<file path="src/rtl/ahb3lite_apb_bridge.sv">
// AHB3-Lite responder that turns each accepted transfer into a single APB access.
// One transfer outstanding; AHB is stalled until APB completes, and PSLVERR becomes a two-cycle ERROR.
module ahb3lite_apb_bridge #(
  parameter int HADDR_SIZE = 32,
  parameter int HDATA_SIZE = 32,
  parameter int PADDR_SIZE = 8,
  parameter int PDATA_SIZE = 32
) (
  input  logic                    HCLK,
  input  logic                    HRESET,
  input  logic                    HSEL,
  input  logic [HADDR_SIZE-1:0]   HADDR,
  input  logic [HDATA_SIZE-1:0]   HWDATA,
  output logic [HDATA_SIZE-1:0]   HRDATA,
  input  logic                    HWRITE,
  input  logic [2:0]              HSIZE,
  input  logic [2:0]              HBURST,
  input  logic [3:0]              HPROT,
  input  logic [1:0]              HTRANS,
  input  logic                    HMASTLOCK,
  input  logic                    HREADY,
  output logic                    HREADYOUT,
  output logic                    HRESP,
  output logic                    PSEL,
  output logic                    PENABLE,
  output logic [2:0]              PPROT,
  output logic [PADDR_SIZE-1:0]   PADDR,
  output logic                    PWRITE,
  output logic [PDATA_SIZE/8-1:0] PSTRB,
  output logic [PDATA_SIZE-1:0]   PWDATA,
  input  logic [PDATA_SIZE-1:0]   PRDATA,
  input  logic                    PREADY,
  input  logic                    PSLVERR
);
  localparam int STRB_W = PDATA_SIZE / 8;

  localparam logic [2:0] ST_IDLE   = 3'd0;
  localparam logic [2:0] ST_SETUP  = 3'd1;
  localparam logic [2:0] ST_ACCESS = 3'd2;
  localparam logic [2:0] ST_ERR1   = 3'd3;
  localparam logic [2:0] ST_ERR2   = 3'd4;

  localparam logic [2:0] HSIZE_BYTE  = 3'd0;
  localparam logic [2:0] HSIZE_HWORD = 3'd1;
  localparam logic [2:0] HSIZE_WORD  = 3'd2;

  logic [2:0]            state_q, state_d;
  logic [PADDR_SIZE-1:0] paddr_q;
  logic                  pwrite_q;
  logic [2:0]            pprot_q;
  logic [STRB_W-1:0]     pstrb_q, pstrb_d;
  logic [HDATA_SIZE-1:0] hrdata_q;
  logic                  accept, size_ok, rd_done;

  // A new transfer may only be taken when the previous data phase is finishing.
  assign accept  = ((state_q == ST_IDLE) || (state_q == ST_ERR2)) & HSEL & HREADY & HTRANS[1];
  assign size_ok = (HSIZE <= HSIZE_WORD);
  assign rd_done = (state_q == ST_ACCESS) & PREADY & ~PSLVERR & ~pwrite_q;

  always_comb begin
    pstrb_d = '0;
    if (HWRITE) begin
      case (HSIZE)
        HSIZE_BYTE:  pstrb_d = STRB_W'(1) << HADDR[1:0];
        HSIZE_HWORD: pstrb_d = STRB_W'(3) << {HADDR[1], 1'b0};
        default:     pstrb_d = '1;
      endcase
    end
  end

  always_comb begin
    state_d = state_q;
    case (state_q)
      ST_IDLE, ST_ERR2: begin
        if (accept) state_d = size_ok ? ST_SETUP : ST_ERR1;
        else        state_d = ST_IDLE;
      end
      ST_SETUP:  state_d = ST_ACCESS;
      ST_ACCESS: if (PREADY) state_d = PSLVERR ? ST_ERR1 : ST_IDLE;
      ST_ERR1:   state_d = ST_ERR2;
      default:   state_d = ST_IDLE;
    endcase
  end

  always_ff @(posedge HCLK or posedge HRESET) begin
    if (HRESET) begin
      state_q  <= ST_IDLE;
      paddr_q  <= '0;
      pwrite_q <= 1'b0;
      pprot_q  <= '0;
      pstrb_q  <= '0;
      hrdata_q <= '0;
    end else begin
      state_q <= state_d;
      if (accept) begin
        paddr_q  <= HADDR[PADDR_SIZE-1:0];
        pwrite_q <= HWRITE;
        pprot_q  <= {~HPROT[0], 1'b0, HPROT[1]};
        pstrb_q  <= pstrb_d;
      end
      if (rd_done) hrdata_q <= PRDATA;
    end
  end

  // Handshake outputs decode straight from the state register.
  assign PSEL      = (state_q == ST_SETUP) || (state_q == ST_ACCESS);
  assign PENABLE   = (state_q == ST_ACCESS);
  assign HREADYOUT = (state_q == ST_IDLE) || (state_q == ST_ERR2);
  assign HRESP     = (state_q == ST_ERR1) || (state_q == ST_ERR2);
  assign PADDR     = paddr_q;
  assign PWRITE    = pwrite_q;
  assign PPROT     = pprot_q;
  assign PSTRB     = pstrb_q;
  assign PWDATA    = HWDATA;
  assign HRDATA    = hrdata_q;

  logic unused_inputs;
  assign unused_inputs = ^{HBURST, HMASTLOCK, HPROT[3:2], HADDR, HTRANS[0]};
endmodule

</file>
<file path="config.mk">
export PLATFORM = sky130hd
export DESIGN_NAME = ahb3lite_apb_bridge
export DESIGN_NICKNAME = d
export VERILOG_FILES = /design/src/rtl/ahb3lite_apb_bridge.sv
export SDC_FILE = /design/constraint.sdc
export NUM_CORES = 1
export LEC_CHECK = 0
export ABC_AREA = 1
export CORE_MARGIN = 4
export CORE_UTILIZATION = 27
export CTS_CLUSTER_SIZE = 28
export DETAILED_ROUTE_END_ITERATION = 7
export PLACE_DENSITY_LB_ADDON = 0.05
export SLEW_MARGIN = 20
export SYNTH_ARGS = -nofsm -noshare
export SYNTH_HDL_FRONTEND = slang
export SYNTH_SLANG_ARGS = --single-unit
</file>
<file path="constraint.sdc">
create_clock -name HCLK -period 2.3 [get_ports HCLK]
set_input_delay 0.69 -clock HCLK [delete_from_list [all_inputs] [get_ports HCLK]]
set_output_delay 0.69 -clock HCLK [all_outputs]
set_load 0.02 [all_outputs]
</file>
==> metrics.md <==
| Metric | Value |
|---|---|
| Clock Skew | `0.00951 ns` |
| RSZ-0062 raised after global routing | `false` |
| CTS tree | `done` |
| Fin crit period | `2.20 ns` |
| Skew-Pair Late Insertion Delay | `0.30 ns` |
| Layout cell share with drive strength beyond 1 | `5.25%` |
| Final setup violation count | `0` |
| Setup tns final | `0 ns` |
| Grt total ovfl | `0` |
| Final Slew Violations | `0` |
| CP Max Fanout | `5` |
| Average via count per standard cell | `~4.3` |
| Gr usage total | `12.5%` |
| Ys flop type | `dfrtp_1` |
| Initial antenna violation count | `0` |
| Largest cells by area after synthesis | `dfrtp_1 (53%), nand2_1 (17%), buf_4 (12%)` |
| Drt total wl | `between 6000 and 7000 µm` |
| Antenna Cells | `0` |
| H-Tree Depth | `2` |
| Clock root buffer master | `clkbuf_8` |
| Drt first pass iters | `4` |
| Dpl cell area | `0.00324 mm²` |
| Routed Antenna Nets | `0` |
| First-pass GRT wire length | `10300 µm` |
| Via count | `1944` |
| IO buf count | `103` |
| Fin area | `0.00333 mm²` |
| YS warnings | `0` |
| Average wire per standard cell | `13.8 µm` |
| Power per cell area | `around 1300 mW/mm²` |
| Die outline height | `around 100 µm` |
| Startpoint types | `flip-flop` |
| Vias in the first global route | `between 2000 and 2500` |
| Worst Path Arrival | `1.51 ns` |
| Clock Sinks | `50` |
| Worst vdd ir | `540 µV` |
| CP required | `1.61 ns` |
| Cts hold-fix bufs | `0` |
| Multi-input gate area | `732 µm²` |
| Fmax | `454 MHz` |
| Leakage | `roughly 0.0016 µW` |
| Mapped Nets | `387` |
| Cell Area, Synth | `0.00235 mm²` |
| Netlist cell types | `18` |
| Status | `finished, final reports clean` |
| Core footprint | `0.00834 mm²` |
| Fin nets | `458` |
| Number of CTS-inserted buffers | `5` |
| Seq/Total Area, Yosys | `53.3%` |
| Max-cap violations | `0` |
| Post-synthesis instance total | `271` |
| Synth area leader | `dfrtp_1` |
| Postcts setup bufs | `0` |
| Hpwl dp | `roughly 4300 µm` |
| Final hold violation count | `0` |
| Fin crit share | `95.9%` |
| Top-count cell post-synth | `nand2_1` |
| GPL Wtd Cong | `0.800` |
| Initial Util | `28.1%` |
| Area delta synth->final | `42.0%` |
| Die Span X | `101 µm` |
| FF/Latch Area | `0.00125 mm²` |
| Worst-path clk slew | `about 0.1 ns` |
| Die area | `0.0102 mm²` |
| DRC Markers | `0` |
| Ys async rst share | `100%` |
| Crit path capture type | `primary output` |
| Post-synth EDFFs | `0` |
| CP Class | `reg -> out` |
| Pin count of the biggest net entering global routing | `51` |
| Post-synth top area share | `53.3%` |
| Most frequent cells after synthesis | `nand2_1 (106), dfrtp_1 (50), buf_4 (36)` |
| Register bit total from synthesis | `50` |
| Fillers | `a little under 900` |
| IO Count | `200` |
| Avg Inst Size Synth | `8.66 µm²` |
| CTS max path bufs | `2` |
| DR iter-0 viols | `73` |
| Rows | `33` |
| Hold crit path type | `reg -> reg` |
final cells by class:
cell class	count	area share, %
multi-input cells	168	22.0
repair buffers	108	32.8
clock inverters	1	0.150
inverters	9	1.01
clock buffers	7	2.59
flip-flops and latches	50	37.6
well taps	105	3.94
layer usage:
metal  vias up  part of all wire, %  global-route usage [%]
met3        13                  9.7                    4.13
met4         0                  1.3                    3.89
met1       876                   46                    16.5
met5         -                    0                       0
met2        96                   44                    19.6
li1        959                    -                       -
final timing paths:
kind                              endpoint  slack (ns)       start  cells past startpoint
worst max-delay path                 HRESP         0.1  state_q[0]                      4
worst min-delay path            HRDATA[25]        0.48  HRDATA[25]                      2
worst max register to register  HRDATA[12]        0.60  state_q[2]                      7
worst min register to register  HRDATA[25]        0.48  HRDATA[25]                      2
max in group asynchronous       HRDATA[12]        1.32      HRESET                      3
min in group asynchronous       state_q[2]        0.75      HRESET                      3
cell usage in the layout, fill, tap and decap left out:
cell type,instances
nand2_1,106
nand4_1,3
nor2_2,1
clkdlybuf4s50_1,99
nand3_1,35
o22ai_1,1
dlygate4sd2_1,3
inv_1,8
clkbuf_8,6
nor2_4,1
nor3_4,1
buf_4,3
conb_1,1
nand2_4,1
clkbuf_1,1
clkinv_2,1
o21ai_0,9
inv_2,1
dlymetal6s2s_1,1
dfrtp_1,50
nand2_2,1
buf_12,2
nor2_1,7
a21boi_1,1
report_power, final:
group          internal (µW)  switching (µW)
Combinational           1000            1210
Sequential              1280             232
Clock                    244             293
through the flow:
step	instances	setup slack [ns]	hold slack (ns)	util, %	power, µW
finish	448	0.0952	0.477	39.9	4270
detailed placement	440	0.129	0.459	38.9	3810
floorplan	271	0.409	0.562	-	2750
global route	448	0.000409	0.503	39.9	4580
CTS	448	0.0227	0.480	39.9	4350
global placement	440	0.137	0.454	38.9	3800
what timing repair did:
item,in CTS,in global routing
pin swaps,0,0
gates resized for setup,3,1
endpoints found under the setup margin,3,1
flip-flops by register name (all words and copies together), names as in the netlist:
signal   cells
HRDATA      32
PADDR        8
PPROT        2
PSTRB        4
PWRITE       1
state_q      3
logic make-up (layout without fill, tap and decap cells):
group	after synthesis	after routing	share of synthesized area (%)
AOI/OAI and AO/OA	11	11	2.51
and+or+nand+nor	156	156	28.5
DFF	50	50	53.3
buffers and inverters	53	125	15.5
other	1	1	0.160
critical path, stage by stage (launching register included):
cell and delay (ns):
dfrtp_1 0.45, inv_1 0.15, nand2_1 0.11, o22ai_1 0.14, dlygate4sd2_1 0.36
Power figures use the tool's default switching activity.
